**src/rtl/btn_debounce_pkg.sv**
```systemverilog
// Shared constants and types for the button conditioner, so that every top
// level agrees on tick rate, debounce depth and the board's polarity mask.
package btn_debounce_pkg;

   localparam int unsigned DEF_BITS           = 7;
   localparam int unsigned DEF_TICK_BITS      = 16;  // 2^16 clk @ 25 MHz ~ 2.6 ms
   localparam int unsigned DEF_STABLE_SAMPLES = 4;
   // btn[0] is the active-low PWR button on the ULX3S
   localparam logic [DEF_BITS-1:0] DEF_ACTIVE_LOW = 7'b0000001;

   // Per-channel conditioned outputs
   typedef struct packed {
      logic level;
      logic rise;
      logic fall;
   } btn_ch_t;

   // Width of the agreement counter: must hold 0..stable_samples-1 without wrap
   function automatic int unsigned cnt_width(input int unsigned samples);
      return (samples < 2) ? 1 : $clog2(samples + 1);
   endfunction

endpackage

```
**src/rtl/btn_debounce_ch.sv**
```systemverilog
// One button channel: 2-FF synchroniser, polarity fix, tick-paced debounce,
// registered level and single-cycle rise/fall pulses.
module btn_debounce_ch
   import btn_debounce_pkg::*;
#(
   parameter int unsigned STABLE_SAMPLES = DEF_STABLE_SAMPLES
) (
   input  logic    clk_i,
   input  logic    resetn_i,
   input  logic    tick_i,
   input  logic    pin_i,
   input  logic    invert_i,
   output btn_ch_t out_o
);

   localparam int unsigned CNT_W = cnt_width(STABLE_SAMPLES);
   localparam logic [CNT_W-1:0] CNT_LAST = CNT_W'(STABLE_SAMPLES - 1);

   logic [1:0]       sync_q;
   logic             s;
   logic             level_q, level_d;
   logic             rise_q, rise_d;
   logic             fall_q, fall_d;
   logic [CNT_W-1:0] cnt_q, cnt_d;

   // Bring the asynchronous pin into the clk domain
   always_ff @(posedge clk_i or negedge resetn_i) begin
      if (!resetn_i) sync_q <= '0;
      else           sync_q <= {sync_q[0], pin_i};
   end

   // Pressed = 1 after polarity correction
   assign s = sync_q[1] ^ invert_i;

   // Debounce decision, evaluated only on a sample tick; pulses self-clear
   always_comb begin
      level_d = level_q;
      cnt_d   = cnt_q;
      rise_d  = 1'b0;
      fall_d  = 1'b0;
      if (tick_i) begin
         if (s == level_q) begin
            // any agreeing sample restarts the count (chatter rejection)
            cnt_d = '0;
         end else if (cnt_q == CNT_LAST) begin
            level_d = s;
            cnt_d   = '0;
            rise_d  = s;
            fall_d  = ~s;
         end else begin
            cnt_d = cnt_q + CNT_W'(1);
         end
      end
   end

   // Channel state and registered outputs
   always_ff @(posedge clk_i or negedge resetn_i) begin
      if (!resetn_i) begin
         level_q <= 1'b0;
         cnt_q   <= '0;
         rise_q  <= 1'b0;
         fall_q  <= 1'b0;
      end else begin
         level_q <= level_d;
         cnt_q   <= cnt_d;
         rise_q  <= rise_d;
         fall_q  <= fall_d;
      end
   end

   assign out_o = '{level: level_q, rise: rise_q, fall: fall_q};

endmodule

```
**src/rtl/btn_debounce.sv**
```systemverilog
// Multi-channel button conditioner: one shared sample-tick divider feeding
// an array of independent debounce channels.
module btn_debounce
   import btn_debounce_pkg::*;
#(
   parameter int unsigned        BITS           = DEF_BITS,
   parameter int unsigned        TICK_BITS      = DEF_TICK_BITS,
   parameter int unsigned        STABLE_SAMPLES = DEF_STABLE_SAMPLES,
   parameter logic [BITS-1:0]    ACTIVE_LOW     = BITS'(DEF_ACTIVE_LOW)
) (
   input  logic            clk_i,
   input  logic            resetn_i,
   input  logic [BITS-1:0] btn_in_i,
   output logic [BITS-1:0] btn_level_o,
   output logic [BITS-1:0] btn_rise_o,
   output logic [BITS-1:0] btn_fall_o,
   output logic            tick_o
);

   logic [TICK_BITS-1:0] div_q;

   // Free-running divider; wraps naturally from all-ones to zero
   always_ff @(posedge clk_i or negedge resetn_i) begin
      if (!resetn_i) div_q <= '0;
      else           div_q <= div_q + TICK_BITS'(1);
   end

   // Strobe is high for the single cycle the divider sits at all-ones
   assign tick_o = &div_q;

   for (genvar g = 0; g < BITS; g++) begin : g_ch
      btn_ch_t ch_out;

      btn_debounce_ch #(
         .STABLE_SAMPLES (STABLE_SAMPLES)
      ) u_ch (
         .clk_i    (clk_i),
         .resetn_i (resetn_i),
         .tick_i   (tick_o),
         .pin_i    (btn_in_i[g]),
         .invert_i (ACTIVE_LOW[g]),
         .out_o    (ch_out)
      );

      assign btn_level_o[g] = ch_out.level;
      assign btn_rise_o[g]  = ch_out.rise;
      assign btn_fall_o[g]  = ch_out.fall;
   end

endmodule

```
**config.mk**
```make
export PLATFORM = sky130hd
export DESIGN_NAME = btn_debounce
export DESIGN_NICKNAME = d
export VERILOG_FILES = /design/src/rtl/btn_debounce_pkg.sv /design/src/rtl/btn_debounce_ch.sv /design/src/rtl/btn_debounce.sv
export SDC_FILE = /design/constraint.sdc
export NUM_CORES = 1
export LEC_CHECK = 0
export CAP_MARGIN = 20
export CORE_MARGIN = 3
export CORE_UTILIZATION = 60
export CTS_BUF_LIST = sky130_fd_sc_hd__clkbuf_4
export CTS_CLUSTER_SIZE = 30
export DETAILED_ROUTE_END_ITERATION = 8
export PLACE_DENSITY = 0.8
export REMOVE_ABC_BUFFERS = 1
export SKIP_LAST_GASP = 1
export SLEW_MARGIN = 20
export SYNTH_ARGS = -nofsm -noshare
export SYNTH_HDL_FRONTEND = slang
export SYNTH_SLANG_ARGS = --single-unit
```
**constraint.sdc**
```tcl
create_clock -name clk_i -period 3.3 [get_ports clk_i]
set_input_delay 0.66 -clock clk_i [delete_from_list [all_inputs] [get_ports clk_i]]
set_output_delay 0.66 -clock clk_i [all_outputs]
set_load 0.02 [all_outputs]
```
Word-level counts from Yosys, hierarchy flattened
Index checks and enable logic that the tools add are counted.
Storage, ports and cells
  bits in registers: 72
  input bits: 9
  word-level logic and storage cells: 136
Operators by class
  add/sub/neg operators: 8
  equal/unequal tests: 14
  multiplexer cells: 56
  bitwise operators: 14
  reductions and logical operators: 8
Operators by type and width (number)
  $reduce_and A18 Y1: 7
  $mux W1: 42
  $mux W3: 14
  $add A3 B1 Y3 const B: 7
  $eq A3 B2 Y1 const B: 7
  $add A16 B1 Y16 const B: 1
  $reduce_and A16 Y1: 1
  $not A1 Y1: 14
  $eq A1 B1 Y1: 7

Longest topological paths before layout
Gate-level depths: netlist of run 1.
  depth after elaboration: 4
  mapped depth: 7

Cells and area by module
From an unflattened synthesis of run 1, not the netlist that was laid out.
Unflattened totals
  cells, all modules: 265
  area, all modules: 3149.3 µm²
Modules (own cells, without submodules)
  btn_debounce_ch: instances 7, cells each 29, area each 347.8 µm², seq. area each 200.2 µm²
  btn_debounce: instances 1, cells each 62, area each 714.4 µm², seq. area each 400.4 µm²

Worst setup path before layout of run 1
Ideal clock, no wire load.
  path type: register to output
  start point: register div_q[9]
  end point: output port tick_o
  arrival: 1.515 ns
  data required time: 2.640 ns
  setup slack: 1.125 ns
  cell stages (with the launch flop): 8
  path through: dfrtp_1 > and4_1 > nand4bb_1 > buf_2 > or2_1 > buf_6 > buf_2 > inv_1
On the way
  longest elaborated chain between the ends: 1
RTL lines
  start, declared: RTL line btn_debounce.sv:20  | logic [TICK_BITS-1:0] div_q;
  start signal, assigned: RTL line btn_debounce.sv:25  | else div_q <= div_q + TICK_BITS'(1);
  $reduce_and A16 Y1: RTL line btn_debounce.sv:29  | assign tick_o = &div_q;
  end, declared: RTL line btn_debounce.sv:17  | output logic tick_o
No other way between the ends.

Worst setup path in the final report of run 1
  start point: register div_q[0]
  end point: output port tick_o
The elaborated chain is that of the path after synthesis.

==> run_summary.xml, run 1 <==
<?xml version="1.0" encoding="UTF-8"?>
<metrics>
  <group name="status">
    <metric name="outcome" unit="">finished clean</metric>
  </group>
  <group name="timing">
    <metric name="maxSlewHeadroom" unit="">0.6205</metric>
    <metric name="layout_min_cycle_time" unit="ns">2.960</metric>
    <metric name="rsz0062_at_grt" unit="">false</metric>
    <metric name="final_slew_viol_count" unit="">0</metric>
    <metric name="setup-violations-final" unit="">0</metric>
    <metric name="timing.final.hold_violations" unit="">0</metric>
    <metric name="final_critical_path_setup_slack" unit="ns">0.3397</metric>
    <metric name="fin_tns_setup" unit="ns">0</metric>
    <metric name="timing.fmax" unit="GHz">0.3378</metric>
    <metric name="clock-skew-final" unit="ns">0.01349</metric>
    <metric name="least_margin_pin_slew" unit="ns">0.5693</metric>
    <metric name="final.period_utilization" unit="">0.8971</metric>
  </group>
  <group name="die">
    <metric name="fp.coreArea" unit="mm^2">0.005172</metric>
    <metric name="die_height" unit="um">79.42</metric>
    <metric name="pin_count" unit="">31</metric>
    <metric name="std_cell_rows" unit="">26</metric>
    <metric name="initial_core_util" unit="">0.6253</metric>
    <metric name="die_w" unit="um">79.42</metric>
    <metric name="design.die.area" unit="mm^2">0.006308</metric>
  </group>
  <group name="clock_network">
    <metric name="tritoncts.num_buffers" unit="">9</metric>
    <metric name="cts_tree" unit="">built</metric>
    <metric name="cts.clk_slew.worst_paths" unit="ns">0.10</metric>
    <metric name="clock_insertion_delay_worst_skew" unit="ns">0.39</metric>
    <metric name="maximum_buffer_depth_of_the_clock_tree" unit="">2</metric>
    <metric name="cts.repair_timing.setup_buffer_count" unit="">0</metric>
    <metric name="cts_root_buf" unit="">clkbuf_4</metric>
    <metric name="htree_num_levels" unit="">3</metric>
    <metric name="clock-sinks" unit="">72</metric>
    <metric name="post_cts_hold_buffer_count" unit="">0</metric>
    <metric name="cts-resized-gates" unit="">0</metric>
  </group>
  <group name="setup_path">
    <metric name="worstReg2RegStart" unit="">div_q[0]</metric>
    <metric name="worst-r2r-setup-slack" unit="ns">1.19</metric>
    <metric name="rr_endpoint" unit="">g_ch[4].u_ch.cnt_q[0]</metric>
    <metric name="critical_path_required" unit="ns">2.64</metric>
    <metric name="crit_path_max_fanout" unit="">12</metric>
    <metric name="sort_of_element_at_the_start_of_the_critical_path" unit="">flop</metric>
    <metric name="critPathKind" unit="">reg -&gt; out</metric>
    <metric name="cp.arrival" unit="ns">2.30</metric>
    <metric name="endpoint_kind" unit="">output pin</metric>
    <metric name="worst_r2r_path_depth" unit="">6</metric>
  </group>
  <group name="placement">
    <metric name="detailedPlacementHpwl" unit="um">3521</metric>
    <metric name="gp_congestion" unit="">0.7383</metric>
    <metric name="port_buffers" unit="">30</metric>
    <metric name="dp_worst_setup_slack" unit="ns">0.7499</metric>
  </group>
  <group name="power">
    <metric name="power.density_cell_area" unit="mW/mm^2">384.7</metric>
    <metric name="post-layout-total-power" unit="W">0.001358</metric>
    <metric name="total_leakage_power" unit="nW">1.627</metric>
    <metric name="ir_worst_vdd" unit="uV">259.3</metric>
  </group>
  <group name="synth">
    <metric name="synthArstFlopShare" unit="">1.000</metric>
    <metric name="synth_simple_gate_area_frac" unit="">0.1915</metric>
    <metric name="synth_cell_type_count" unit="">35</metric>
    <metric name="postSynthCellCount" unit="">259</metric>
    <metric name="main_combinational_cell_family_by_area_after_synthesis" unit="">simple AND/OR/NAND/NOR gates</metric>
    <metric name="edff_count_synth" unit="">0</metric>
    <metric name="synth_warn" unit="">0</metric>
    <metric name="share_of_synthesized_area_spent_on_multiplexers" unit="">0.03482</metric>
    <metric name="yosys.area_share.adder" unit="">0.03095</metric>
    <metric name="synth_ff_type" unit="">dfrtp_1</metric>
    <metric name="postSynthRegisterBits" unit="">72</metric>
    <metric name="syn-cell-area" unit="mm^2">0.003234</metric>
    <metric name="top_area_cells_in_the_synthesized_netlist" unit="">dfrtp_1 56%, buf_4 5.1%, nor4_4 3.9%, xnor2_1 3.5%, mux2_2 3.5%</metric>
    <metric name="synth_xor_area_frac" unit="">0.05687</metric>
    <metric name="yosys.area.top_type_share" unit="">0.5571</metric>
    <metric name="syn_avg_cell_area" unit="um^2">12.49</metric>
    <metric name="seq_area_frac_synth" unit="">0.5571</metric>
    <metric name="compound_cell_area_share_of_the_yosys_netlist" unit="">0.04990</metric>
    <metric name="synth_top_cell_by_area" unit="">dfrtp_1</metric>
  </group>
  <group name="flow_run">
    <metric name="timing.max_cap.violations" unit="">0</metric>
  </group>
  <group name="min_path">
    <metric name="hold_path.class" unit="">in -&gt; async</metric>
  </group>
  <group name="route">
    <metric name="vias" unit="">1867</metric>
    <metric name="routedWlPerCell" unit="um">14.47</metric>
    <metric name="route.antenna.remaining_nets" unit="">0</metric>
    <metric name="route.detailed.drc" unit="">0</metric>
    <metric name="detail_route.wirelength" unit="um">5051</metric>
    <metric name="drt-initial-drc-count" unit="">54</metric>
    <metric name="drt_pre_antenna_iters" unit="">4</metric>
    <metric name="routed_via_density" unit="">5.350</metric>
  </group>
  <group name="global_routing">
    <metric name="pin_count_of_the_biggest_net_entering_global_routing" unit="">37</metric>
    <metric name="grt_antenna_before_repair" unit="">0</metric>
    <metric name="global_route_overflow" unit="">0</metric>
    <metric name="grt_pass1_vias" unit="">1859</metric>
    <metric name="overall_track_demand_over_capacity_in_global_routing" unit="">0.1838</metric>
    <metric name="grt_first_pass_wirelength" unit="um">8714</metric>
  </group>
  <group name="layout">
    <metric name="flow.area_growth_from_synthesis" unit="%">9.168</metric>
    <metric name="number_of_inserted_diodes" unit="">0</metric>
    <metric name="layout-drive-gt1-share" unit="">0.1470</metric>
    <metric name="final_nets" unit="">293</metric>
  </group>
</metrics>
## worst max-delay path, cell delays in order (launching register included)
cell             delay [ns]
dfrtp_1                0.41
ha_1                   0.24
nand4_1                0.11
buf_4                  0.19
or2_2                  0.31
inv_1                  0.06
clkdlybuf4s50_1        0.59
## area by class of cell
| class | instances | area, um^2 |
|---|---|---|
| Inverter | 10 | 37.54 |
| Sequential cell | 72 | 1802 |
| Clock inverter | 3 | 11.26 |
| Fill cell | 358 | 1642 |
| Multi-Input combinational cell | 148 | 1177 |
| Tap cell | 70 | 87.58 |
| Clock buffer | 11 | 82.58 |
| Timing Repair Buffer | 35 | 332.8 |
## worst max-delay path by stage
| stage | startpoint | to | slack [ns] | depth (start not counted) |
|---|---|---|---|---|
| after CTS | div_q[0] | tick_o | 0.30 | 6 |
| after global placement | div_q[0] | tick_o | 0.81 | 6 |
| after global routing | div_q[0] | tick_o | 0.20 | 6 |
| final | div_q[0] | tick_o | 0.34 | 6 |
| after detailed placement | div_q[0] | tick_o | 0.75 | 6 |
| after floorplan | div_q[11] | tick_o | 0.18 | 4 |
## placed cells by master (no fill, tap or decap), types with 6 or more instances in the layout
cell	instances
clkbuf_4	11
clkdlybuf4s50_1	29
dfrtp_1	72
ha_1	8
inv_1	10
mux2_2	10
nand2_1	16
nand2b_1	7
nor2_1	10
nor2b_1	8
nor3_1	11
nor4_4	6
o21a_1	7
o21ai_0	14
xnor2_1	13
xor2_1	8
## logic make-up (layout without fill, tap and decap cells)
group / after synthesis / in the layout
muxes: 10 / 10
adders and majority gates: 8 / 8
xor gates and xnor gates: 21 / 21
buffers and inverters: 39 / 59
and+or+nand+nor: 83 / 83
AOI/OAI and AO/OA: 26 / 26
DFF: 72 / 72
## cells in the mapped netlist, types with 2 or more instances
master,n
xor2_1,8
clkbuf_1,3
ha_1,8
nand3_1,5
o21a_1,7
inv_1,10
nor4_1,3
nor3_1,11
nand2b_1,7
buf_4,22
nand4_1,3
buf_2,2
o21ai_0,14
xnor2_1,13
nor4_4,6
mux2_2,10
nor4b_4,4
dfrtp_1,72
nor2_1,10
nor2b_1,8
nor4b_1,2
nand2_1,16
a21o_1,3
## per-layer routing
metal,GRT usage,vias to the layer above,wire length (um)
li1,-,899,-
met1,0.2388,916,2230
met2,0.2922,39,2510
met3,0.03612,13,182
met4,0.09622,0,127
met5,0,-,0
## flip-flops by register name, indices dropped and copies added (netlist names)
name               count
g_ch.u_ch.cnt_q       21
div_q                 16
g_ch.u_ch.sync_q      14
g_ch.u_ch.fall_q       7
g_ch.u_ch.level_q      7
g_ch.u_ch.rise_q       7
## per-stage QoR
step / hold slack (ns) / utilization / instances / cell area (um^2)
after detailed placement: 0.3386 / 0.6645 / 335 / 3437
after global routing: 0.3171 / 0.6826 / 349 / 3531
after floorplan: 0.3312 / - / 230 / 3017
after global placement: 0.3320 / 0.6645 / 335 / 3437
final: 0.2939 / 0.6826 / 349 / 3531
after CTS: 0.2933 / 0.6826 / 349 / 3531
## power breakdown
part	switching (W)	total (W)	internal, W
combinational	0.0000256	0.0000414	0.0000158
clock	0.000262	0.000419	0.000157
sequential	0.00000784	0.000898	0.000890
total	0.000295	0.00136	0.00106
No activity file was read; power rests on OpenSTA's default activity.
==> run 2, diff against run 1 <==
Settings changed: REMOVE_ABC_BUFFERS 1 to unset.
==> run 2 against run 1 <==
Effect of this change:
- final cell count grew 0.29%
- fmax shrank 1.8%
- via count down 2.2%
- global-route usage grew 0.11 points
- register-to-register slack worse by 0.04 ns
- critical path depth stayed put
- first-iteration DRC count rose by 72%
- setup slack got worse by 0.053 ns
- wire length fell by 4.6%
- largest cell class unchanged
- highest routed layer unchanged
==> run_summary.xml, run 2 (same netlist as run 1, synthesis figures left out) <==
<?xml version="1.0" encoding="UTF-8"?>
<metrics>
  <group name="layout">
    <metric name="layout_common_cells" unit="">72 x dfrtp_1, 29 x clkdlybuf4s50_1, 16 x nand2_1</metric>
    <metric name="number_of_inserted_diodes" unit="">0</metric>
    <metric name="flow.area_growth_from_synthesis" unit="%">10.10</metric>
    <metric name="final_util" unit="">0.6884</metric>
    <metric name="final_nets" unit="">293</metric>
    <metric name="layout_commonest_cell" unit="">dfrtp_1</metric>
    <metric name="layout-drive-gt1-share" unit="">0.1571</metric>
    <metric name="flip_flop_count_of_the_largest_register_after_layout" unit="">21</metric>
    <metric name="fillCellCount" unit="">376</metric>
    <metric name="largest_registers" unit="">g_ch.u_ch.cnt_q (21), div_q (16), g_ch.u_ch.sync_q (14)</metric>
    <metric name="max_flop_register" unit="">g_ch.u_ch.cnt_q</metric>
  </group>
  <group name="power">
    <metric name="total_leakage_power" unit="nW">1.645</metric>
    <metric name="pwr-share-seq" unit="">0.616</metric>
    <metric name="pwr-share-comb" unit="">0.028</metric>
    <metric name="power.switching" unit="W">0.0003223</metric>
    <metric name="ir_worst_vdd" unit="uV">285.2</metric>
    <metric name="clock_share_of_power" unit="">0.356</metric>
    <metric name="power.density_cell_area" unit="mW/mm^2">409.4</metric>
    <metric name="cellInternalPower" unit="W">0.001136</metric>
    <metric name="sw_frac_of_total" unit="">0.2211</metric>
  </group>
  <group name="clock_network">
    <metric name="maximum_buffer_depth_of_the_clock_tree" unit="">2</metric>
    <metric name="cts.repair_timing.setup_buffer_count" unit="">0</metric>
    <metric name="cts_tree" unit="">built</metric>
    <metric name="htree_num_levels" unit="">3</metric>
    <metric name="cts_root_buf" unit="">clkbuf_4</metric>
    <metric name="clock_insertion_delay_worst_skew" unit="ns">0.41</metric>
    <metric name="clock-sinks" unit="">72</metric>
    <metric name="tritoncts.num_buffers" unit="">9</metric>
    <metric name="cts.clk_slew.worst_paths" unit="ns">0.10</metric>
    <metric name="post_cts_hold_buffer_count" unit="">0</metric>
    <metric name="cts-resized-gates" unit="">0</metric>
  </group>
  <group name="setup_path">
    <metric name="cpLargestDelayFamily" unit="">buffers and inverters</metric>
    <metric name="worstReg2RegStart" unit="">div_q[10]</metric>
    <metric name="sort_of_element_at_the_start_of_the_critical_path" unit="">flop</metric>
    <metric name="critical_path.cell_chain" unit="">nand4_2 &gt; nand4bb_1 &gt; buf_4 &gt; or2_2 &gt; inv_1 &gt; clkdlybuf4s50_1</metric>
    <metric name="crit_path_max_fanout" unit="">19</metric>
    <metric name="worst_r2r_path_depth" unit="">6</metric>
    <metric name="critical_path.slowest_cell" unit="">clkdlybuf4s50_1</metric>
    <metric name="critical_path.n_buffers_inverters" unit="">3</metric>
    <metric name="critical_path_required" unit="ns">2.64</metric>
    <metric name="rr_endpoint" unit="">g_ch[4].u_ch.cnt_q[0]</metric>
    <metric name="endpoint_kind" unit="">output pin</metric>
    <metric name="cp.arrival" unit="ns">2.35</metric>
    <metric name="worst-r2r-setup-slack" unit="ns">1.15</metric>
    <metric name="worst_path_largest_cell_delay" unit="ns">0.59</metric>
    <metric name="critPathKind" unit="">reg -&gt; out</metric>
  </group>
  <group name="synth">
    <metric name="syn-num-nets" unit="">276</metric>
  </group>
  <group name="route">
    <metric name="vias" unit="">1825</metric>
    <metric name="route.detailed.drc" unit="">0</metric>
    <metric name="route.antenna.remaining_nets" unit="">0</metric>
    <metric name="routedWlPerCell" unit="um">13.76</metric>
    <metric name="drt-initial-drc-count" unit="">93</metric>
    <metric name="routed_via_density" unit="">5.214</metric>
    <metric name="drt_pre_antenna_iters" unit="">4</metric>
    <metric name="detail_route.wirelength" unit="um">4817</metric>
  </group>
  <group name="min_path">
    <metric name="hold_path.class" unit="">in -&gt; async</metric>
  </group>
  <group name="die">
    <metric name="die_height" unit="um">79.42</metric>
    <metric name="initial_core_util" unit="">0.6253</metric>
    <metric name="design.die.area" unit="mm^2">0.006308</metric>
    <metric name="std_cell_rows" unit="">26</metric>
    <metric name="fp.coreArea" unit="mm^2">0.005172</metric>
    <metric name="die_w" unit="um">79.42</metric>
    <metric name="pin_count" unit="">31</metric>
  </group>
  <group name="timing">
    <metric name="timing.fmax" unit="GHz">0.3318</metric>
    <metric name="maxSlewHeadroom" unit="">0.6254</metric>
    <metric name="least_margin_pin_slew" unit="ns">0.5576</metric>
    <metric name="fin_tns_setup" unit="ns">0</metric>
    <metric name="final_slew_viol_count" unit="">0</metric>
    <metric name="setup-violations-final" unit="">0</metric>
    <metric name="timing.final.hold_violations" unit="">0</metric>
    <metric name="layout_min_cycle_time" unit="ns">3.014</metric>
    <metric name="rsz0062_at_grt" unit="">false</metric>
    <metric name="final.period_utilization" unit="">0.9132</metric>
    <metric name="clock-skew-final" unit="ns">0.01414</metric>
  </group>
  <group name="global_routing">
    <metric name="overall_track_demand_over_capacity_in_global_routing" unit="">0.1849</metric>
    <metric name="grt_pass1_vias" unit="">1885</metric>
    <metric name="grt_util_met2" unit="">0.2713</metric>
    <metric name="busiest_layer" unit="">met2</metric>
    <metric name="pin_count_of_the_biggest_net_entering_global_routing" unit="">36</metric>
    <metric name="grt_antenna_before_repair" unit="">0</metric>
    <metric name="grt_met1_usage" unit="">0.2553</metric>
    <metric name="groute.layer.met3.usage" unit="">0.04402</metric>
    <metric name="grt_first_pass_wirelength" unit="um">8887</metric>
    <metric name="global_route_overflow" unit="">0</metric>
  </group>
  <group name="placement">
    <metric name="port_buffers" unit="">30</metric>
    <metric name="detailedPlacementHpwl" unit="um">3213</metric>
    <metric name="gp_congestion" unit="">0.7887</metric>
  </group>
  <group name="status">
    <metric name="outcome" unit="">finished clean</metric>
  </group>
  <group name="flow_run">
    <metric name="timing.max_cap.violations" unit="">0</metric>
  </group>
</metrics>
## run 2: cell types whose count changed in the layout (fill, tap and decap cells not counted)
cell	delta
bufinv_16	+1
clkbuf_4	-1
clkinv_2	+3
clkinv_1	-2
## run 2: layer usage
| metal | part of all wire | vias to the layer above |
|---|---|---|
| met5 | 0 | - |
| met4 | 0.022 | 0 |
| met3 | 0.031 | 11 |
| met2 | 0.45 | 27 |
| met1 | 0.50 | 885 |
| li1 | - | 902 |
## run 2: how the worst max path moves through the flow
stage	cells after the start	to	slack [ns]	from
2_1_floorplan	7	tick_o	1.12	div_q[9]
3_3_place_gp	6	tick_o	0.76	div_q[5]
3_5_place_dp	6	tick_o	0.71	div_q[5]
4_1_cts	6	tick_o	0.25	div_q[5]
5_1_grt	6	tick_o	0.15	div_q[5]
6_report	6	tick_o	0.29	div_q[5]
## run 2: metrics by stage
step                      cell area (um^2)  worst slack, ns  hold slack, ns  std cells  total power, W
after global routing                  3561           0.1469          0.1046        350        0.001522
final                                 3561           0.2863          0.1150        350        0.001458
after global placement                3437           0.7599          0.3314        335       0.0009570
after detailed placement              3437           0.7075          0.3356        335       0.0009579
after floorplan                       3234            1.125          0.3312        259       0.0009269
after CTS                             3561           0.2460         0.09845        350        0.001474
## run 2: area by class of cell
| cell class | count | area, um^2 | area share |
|---|---|---|---|
| multi-input cells | 148 | 1177 | 0.3306 |
| clock buffers | 10 | 75.07 | 0.02108 |
| repair buffers | 35 | 332.8 | 0.09346 |
| clock inverters | 5 | 48.80 | 0.01370 |
| flip-flops and latches | 72 | 1802 | 0.5060 |
| inverters | 10 | 37.54 | 0.01054 |
| well taps | 70 | 87.58 | 0.02460 |
## run 2: power groups by stage
stage          clock network (W)  registers, W  logic (W)
3_3_place_gp                   0      0.000915  0.0000421
6_report                0.000519      0.000898  0.0000411
2_1_floorplan                  0      0.000914  0.0000129
5_1_grt                 0.000575      0.000899  0.0000482
4_1_cts                 0.000533      0.000898  0.0000430
3_5_place_dp                   0      0.000915  0.0000427
==> run 3, diff against run 2 <==
Settings changed: HOLD_SLACK_MARGIN set to 0.06.
==> results of run 3 <==
The final DEF is identical to that of run 2; final timing and power are the same.
